**src/rtl/issue_ctrl_pkg.sv**
```systemverilog
// issue_ctrl_pkg
//   Shared definitions for the instruction-issue sequencer.
//   - ISSUE_STATE_BITS : width of the sequencer state encoding
//   - issue_state_e    : sequencer states (BOOT, RUN, MEM, HALT)
//   - DEFAULT_WORD_BITS: default PC / address width used by issue_ctrl
package issue_ctrl_pkg;

    localparam int ISSUE_STATE_BITS  = 2;
    localparam int DEFAULT_WORD_BITS = 32;

    typedef enum logic [ISSUE_STATE_BITS-1:0] {
        ST_BOOT = 2'd0,
        ST_RUN  = 2'd1,
        ST_MEM  = 2'd2,
        ST_HALT = 2'd3
    } issue_state_e;

endpackage

```
**src/rtl/issue_ctrl_timeout_cnt.sv**
```systemverilog
// issue_timeout_cnt
//   Wait counter for a data-memory access. Only instantiated by issue_ctrl
//   when ISSUE_CTRL_MEM_TIMEOUT_EN is defined.
//   Ports:
//     clk     : clock, rising edge
//     rst     : synchronous active-high reset
//     clear   : force the count to zero (takes priority over enable)
//     enable  : count one wait cycle
//     expired : high while enabled in the cycle that brings the count to
//               MEM_TIMEOUT, so the access lasts exactly MEM_TIMEOUT cycles
module issue_timeout_cnt
    import issue_ctrl_pkg::*;
#(
    parameter int MEM_TIMEOUT = 255
) (
    input  logic clk,
    input  logic rst,
    input  logic clear,
    input  logic enable,
    output logic expired
);

    localparam int                    CNT_BITS = $clog2(MEM_TIMEOUT + 1);
    localparam logic [CNT_BITS-1:0]   CNT_LAST = CNT_BITS'(MEM_TIMEOUT - 1);

    logic [CNT_BITS-1:0] count_reg;
    logic [CNT_BITS-1:0] count_next;

    always_comb begin
        count_next = count_reg;
        if (clear) begin
            count_next = '0;
        end else if (enable) begin
            count_next = count_reg + CNT_BITS'(1);
        end
    end

    always_ff @(posedge clk) begin
        if (rst) begin
            count_reg <= '0;
        end else begin
            count_reg <= count_next;
        end
    end

    // The current wait cycle is the MEM_TIMEOUT-th one.
    assign expired = enable && (count_reg == CNT_LAST);

endmodule

```
**src/rtl/issue_ctrl.sv**
```systemverilog
// issue_ctrl
//   Instruction-issue sequencer: owns the PC, gates instruction valid into
//   the decoder, selects the next PC from decoded jumps, and stalls issue
//   across a data-memory req/ack access. Provides a debug halt taken at
//   instruction boundaries.
//   Optional feature: ISSUE_CTRL_MEM_TIMEOUT_EN adds a MEM wait timeout with
//   a sticky o_mem_err flag; without it MEM waits forever and o_mem_err = 0.
//   Ports:
//     clk, rst                      : clock, synchronous active-high reset
//     o_pc, o_inst_valid            : fetch address, issue strobe to decoder
//     i_jr, i_jr_addr               : register-indirect jump
//     i_jal_addr_valid, i_jal_addr  : decoded JAL
//     i_j_addr_valid, i_j_addr      : decoded J
//     i_read_req, i_write_req       : decoded LW / ST
//     o_mem_req, o_mem_we, i_mem_ack: data-memory handshake
//     o_load_we                     : load write-back pulse
//     o_link_we, o_link_data        : JAL link write
//     i_halt, o_halted              : debug halt request / acknowledge
//     o_mem_err                     : sticky memory timeout flag
module issue_ctrl
    import issue_ctrl_pkg::*;
#(
    parameter int                   WORD_BITS   = DEFAULT_WORD_BITS,
    parameter logic [WORD_BITS-1:0] RESET_PC    = '0,
    parameter int                   MEM_TIMEOUT = 255
) (
    input  logic                 clk,
    input  logic                 rst,
    output logic [WORD_BITS-1:0] o_pc,
    output logic                 o_inst_valid,
    input  logic                 i_jr,
    input  logic [WORD_BITS-1:0] i_jr_addr,
    input  logic                 i_jal_addr_valid,
    input  logic [WORD_BITS-1:0] i_jal_addr,
    input  logic                 i_j_addr_valid,
    input  logic [WORD_BITS-1:0] i_j_addr,
    input  logic                 i_read_req,
    input  logic                 i_write_req,
    output logic                 o_mem_req,
    output logic                 o_mem_we,
    input  logic                 i_mem_ack,
    output logic                 o_load_we,
    output logic                 o_link_we,
    output logic [WORD_BITS-1:0] o_link_data,
    input  logic                 i_halt,
    output logic                 o_halted,
    output logic                 o_mem_err
);

    issue_state_e         state_reg, state_next;
    logic [WORD_BITS-1:0] pc_reg, pc_next;
    logic [WORD_BITS-1:0] pc_inc;
    logic                 mem_req_reg;
    logic                 mem_we_reg, mem_we_next;
    logic                 halted_reg;

`ifdef ISSUE_CTRL_MEM_TIMEOUT_EN
    logic tmo_clear;
    logic tmo_enable;
    logic tmo_expired;
    logic mem_err_reg, mem_err_next;
`endif

    // Wraps naturally modulo 2^WORD_BITS.
    assign pc_inc = pc_reg + WORD_BITS'(1);

    always_comb begin
        state_next   = state_reg;
        pc_next      = pc_reg;
        mem_we_next  = mem_we_reg;
        o_inst_valid = 1'b0;
        o_load_we    = 1'b0;
        o_link_we    = 1'b0;
`ifdef ISSUE_CTRL_MEM_TIMEOUT_EN
        tmo_clear    = 1'b0;
        tmo_enable   = 1'b0;
        mem_err_next = mem_err_reg;
`endif
        case (state_reg)
            ST_BOOT: begin
                state_next = ST_RUN;
            end
            ST_RUN: begin
                if (i_halt) begin
                    // Instruction held back; it issues again after the halt.
                    state_next = ST_HALT;
                end else begin
                    o_inst_valid = 1'b1;
                    if (i_read_req || i_write_req) begin
                        // PC stays on the load/store until the access completes;
                        // any jump decode this cycle is meaningless.
                        state_next  = ST_MEM;
                        mem_we_next = i_write_req;
`ifdef ISSUE_CTRL_MEM_TIMEOUT_EN
                        tmo_clear   = 1'b1;
`endif
                    end else begin
                        o_link_we = i_jal_addr_valid;
                        if (i_jr) begin
                            pc_next = i_jr_addr;
                        end else if (i_jal_addr_valid) begin
                            pc_next = i_jal_addr;
                        end else if (i_j_addr_valid) begin
                            pc_next = i_j_addr;
                        end else begin
                            pc_next = pc_inc;
                        end
                    end
                end
            end
            ST_MEM: begin
                if (i_mem_ack) begin
                    o_load_we  = !mem_we_reg;
                    pc_next    = pc_inc;
                    state_next = ST_RUN;
                end else begin
`ifdef ISSUE_CTRL_MEM_TIMEOUT_EN
                    tmo_enable = 1'b1;
                    if (tmo_expired) begin
                        // Give up on the access: skip the instruction, flag it.
                        pc_next      = pc_inc;
                        state_next   = ST_RUN;
                        mem_err_next = 1'b1;
                    end
`endif
                end
            end
            ST_HALT: begin
                if (!i_halt) begin
                    state_next = ST_RUN;
                end
            end
            default: begin
                state_next = ST_BOOT;
            end
        endcase
    end

    always_ff @(posedge clk) begin
        if (rst) begin
            state_reg   <= ST_BOOT;
            pc_reg      <= RESET_PC;
            mem_req_reg <= 1'b0;
            mem_we_reg  <= 1'b0;
            halted_reg  <= 1'b0;
        end else begin
            state_reg   <= state_next;
            pc_reg      <= pc_next;
            // Registered copies of "in MEM" / "in HALT" for glitch-free outputs.
            mem_req_reg <= (state_next == ST_MEM);
            mem_we_reg  <= mem_we_next;
            halted_reg  <= (state_next == ST_HALT);
        end
    end

`ifdef ISSUE_CTRL_MEM_TIMEOUT_EN
    issue_timeout_cnt #(
        .MEM_TIMEOUT (MEM_TIMEOUT)
    ) u_timeout_cnt (
        .clk     (clk),
        .rst     (rst),
        .clear   (tmo_clear),
        .enable  (tmo_enable),
        .expired (tmo_expired)
    );

    always_ff @(posedge clk) begin
        if (rst) begin
            mem_err_reg <= 1'b0;
        end else begin
            mem_err_reg <= mem_err_next;
        end
    end

    assign o_mem_err = mem_err_reg;
`else
    // Timeout limit has no meaning without the timeout feature.
    if (MEM_TIMEOUT < 1) begin : g_timeout_cfg_unused
    end

    assign o_mem_err = 1'b0;
`endif

    assign o_pc        = pc_reg;
    assign o_mem_req   = mem_req_reg;
    assign o_mem_we    = mem_we_reg;
    assign o_halted    = halted_reg;
    assign o_link_data = pc_inc;

endmodule
```
**config.mk**
```make
export PLATFORM = sky130hd
export DESIGN_NAME = issue_ctrl
export DESIGN_NICKNAME = d
export VERILOG_FILES = /design/src/rtl/issue_ctrl_pkg.sv /design/src/rtl/issue_ctrl_timeout_cnt.sv /design/src/rtl/issue_ctrl.sv
export SDC_FILE = /design/constraint.sdc
export NUM_CORES = 1
export LEC_CHECK = 0
export ABC_AREA = 1
export BUFFER_PORTS_ARGS = -buffer_cell sky130_fd_sc_hd__buf_2
export CAP_MARGIN = 20
export CELL_PAD_IN_SITES_DETAIL_PLACEMENT = 1
export CELL_PAD_IN_SITES_GLOBAL_PLACEMENT = 2
export CORE_MARGIN = 2
export CORE_UTILIZATION = 22
export DETAILED_ROUTE_END_ITERATION = 16
export PLACE_DENSITY = 0.79
export SLEW_MARGIN = 20
export SYNTH_ARGS = -nofsm -noshare
export SYNTH_HDL_FRONTEND = slang
export SYNTH_SLANG_ARGS = --single-unit
```
**constraint.sdc**
```tcl
create_clock -name clk -period 2 [get_ports clk]
set_input_delay 0.2 -clock clk [delete_from_list [all_inputs] [get_ports clk]]
set_output_delay 0.2 -clock clk [all_outputs]
set_load 0.02 [all_outputs]
```
==> out/metrics.csv <==
stage,metric,value,unit
sta,final worst path period need,1.992,ns
worst_setup_path,Critical Path AT,1.79,ns
drt,via count,4973,
cts,CTS tree,built,
floorplanning,# IOs,176,
cts,# clock sinks,37,
grt,total global-route track usage,18.68,%
sta,Rel. slew slack,59.03,%
floorplanning,die width,134.3,um
placed_design,placed cell count,1066,
cts,H-tree levels,2,
sta,Fmax achieved,502.0,MHz
worst_setup_path,Worst Path Max Fanout,6,
worst_setup_path,crit end category,primary output,
synthesis,Avg Inst Size Synth,5.500,sq um
placed_design,HPWL Detailed,13840,um
sta,Slew @ Worst Pin,0.6139,ns
final_layout,layout cell share with drive strength beyond 1,36.02,%
floorplanning,row count,47,
grt,largest net degree at the start of global routing,52,
sta,total negative slack,0,ns
drt,average wire per standard cell,15.79,um
drt,Via density,4.567,
grt,grt ovf,0,
worst_setup_path,crit path from,o_pc[0]$_SDFFE_PP0P_,
drt,Routed WL,17200,um
sta,Slew Limit Fails,0,
synthesis,Mapped Area,3735,sq um
power_and_ir_drop,P_leak,2.824,nW
cts,Max Root-Sink Buffers,2,
floorplanning,initial core utilization,22.52,%
worst_setup_path,Crit path required time,1.80,ns
drt,Detail Route Antenna Nets,0,
grt,initial antenna violation count,0,
sta,Final Hold Fails,0,
worst_hold_path,HP Class,in -> reg,
final_layout,final net count,974,
placed_design,# port buffers,174,
cts,CTS Buf Count,5,
placed_design,GP Congestion,0.9175,
sta,Final period util,99.60,%
power_and_ir_drop,PwrDens,465.8,nW/um^2
power_and_ir_drop,Max IR drop VDD,263.1,uV
cts,clock root buffer,clkbuf_16,
sta,RSZ-0062 raised after global routing,true,
drt,DR pass1 iterations,4,
worst_setup_path,Setup CP Type,reg -> out,
synthesis,syn nets,785,
final_layout,max FFs per register,32,
floorplanning,Die Span Y,134.3,um
floorplanning,die area,18040,sq um
run,MaxCap Viol Count,0,
worst_hold_path,hold path start,i_write_req,
floorplanning,Core Area,16580,sq um
status,status,"complete, no violations",
grt,first-pass GRT wire length,26630,um
synthesis,YS warnings,0,
cts,Clock transition at path regs,0.06,ns
final_layout,Final Non-Filler Cells,1089,
synthesis,post-synthesis sequential area ratio,19.83,%
drt,# DRC,0,
final_layout,Area growth syn-to-layout,47.74,%
sta,final setup vio count,0,
worst_setup_path,r2r startpoint,o_pc[0]$_SDFFE_PP0P_,
worst_setup_path,Startpoint Class,flip-flop,
synthesis,#FFs+latches synth,37,
grt,vias in the first global route,4970,
drt,DR iter-0 viols,180,
final_layout,Ant. Diodes,0,
synthesis,Gate Count Post-Synth,679,
synthesis,Netlist cell types,39,
sta,Final Skew,0.004190,ns
cts,worst skew pair latency,0.29,ns
cell usage after synthesis:
library cell	number	area share [%]
nor3_2	1	0.27
inv_2	1	0.10
nor3_1	7	0.94
clkbuf_8	1	0.37
inv_1	61	6.1
nand4_1	7	1.2
xor2_1	5	1.2
a211oi_1	1	0.20
xnor2_2	3	1.3
buf_2	6	0.80
dfxtp_1	37	20
and2_1	5	0.84
nand2_1	215	22
a21oi_1	55	7.4
dlygate4sd1_1	2	0.47
o211ai_1	4	0.80
clkbuf_1	18	1.8
nor2_2	8	1.3
nor2_1	91	9.1
a221oi_1	1	0.23
o21ai_0	60	8.0
buf_4	6	1.2
o21ai_1	10	1.3
nand3_1	29	3.9
o21bai_1	5	1.0
o22ai_1	15	2.5
nand2_2	8	1.3
dlymetal6s2s_1	1	0.33
or2_1	2	0.33
a21oi_2	1	0.23
nor3b_2	1	0.33
nor2_4	5	1.5
nand3b_1	1	0.20
conb_1	1	0.10
nand2_4	1	0.30
xnor2_1	1	0.23
nor2_8	1	0.54
ha_1	1	0.33
buf_6	1	0.30
where the power goes:
group | switching, mW | leakage, nW | internal [mW]
logic | 0.569 | 2.45 | 0.369
registers | 0.0632 | 0.314 | 0.788
clock network | 0.317 | 0.0652 | 0.464
logic make-up (layout without fill, tap and decap cells):
group | after synthesis | in the layout | synth area share, %
xor gates and xnor gates | 9 | 9 | 2.714
adders and majority gates | 1 | 1 | 0.3350
and+or+nand+nor | 382 | 382 | 43.75
buffers and inverters | 97 | 287 | 11.52
other | 1 | 1 | 0.1004
AOI/OAI and AO/OA | 152 | 152 | 21.74
DFF | 37 | 37 | 19.83
final cells by class:
cell class	instances	area (sq um)
fillers	2283	11070
multi-input cells	545	2813
repair buffers	217	1276
flip-flops and latches	37	782.0
well taps	220	275.3
inverters	62	235.2
clock buffers	8	136.4
critical path, stage by stage, from the launching register on:
cell     delay [ns]
dfxtp_2        0.35
ha_4           0.15
nand2_4        0.05
nor2_4         0.16
nand2_4        0.13
nor2_4         0.14
nand2_2        0.09
or2_1          0.24
nand2_1        0.09
buf_6          0.11
through the flow:
stage               utilization (%)  setup WS, ns  area (sq um)  total power [mW]  hold WS, ns
global placement              29.66        0.1613          4918             1.753       0.4717
CTS                           31.73      -0.01661          5263             2.563       0.1759
detailed placement            29.66        0.1130          4918             1.759       0.4729
global route                  33.27      -0.07058          5518             2.733       0.1923
finish                        33.27      0.008016          5518             2.570       0.1733
floorplan                         -       0.06837          3735             1.384       0.3490
placed cells by master (no fill, tap or decap), types with 14 or more instances in the layout:
master,count
nand2_1,204
buf_2,160
nor2_1,78
o21ai_0,59
inv_1,58
a21oi_1,55
buf_4,49
nand3_1,28
dfxtp_2,18
o22ai_1,15
dfxtp_1,14
final timing paths:
check | depth (start not counted) | end | slack [ns]
min | 3 | o_mem_we$_SDFFE_PP0P_ | 0.17
max | 9 | o_link_data[26] | 0.008
max reg2reg | 11 | o_pc[9]$_SDFFE_PP0P_ | 0.29
min reg2reg | 2 | o_mem_we$_SDFFE_PP0P_ | 0.47
routing by layer:
metal | part of all wire, % | global-route usage (%)
met4 | 0.82 | 2.924
met1 | 46 | 23.86
met2 | 48 | 32.99
met3 | 5.4 | 3.779
met5 | 0 | 0
what timing repair did:
action	CTS	global route
setup endpoints to repair	19	26
setup buffers	6	9
resized for setup	53	56
hold buffers	0	0
pin swaps	17	25
cloned	0	0
No activity file was read; power rests on OpenSTA's default activity.
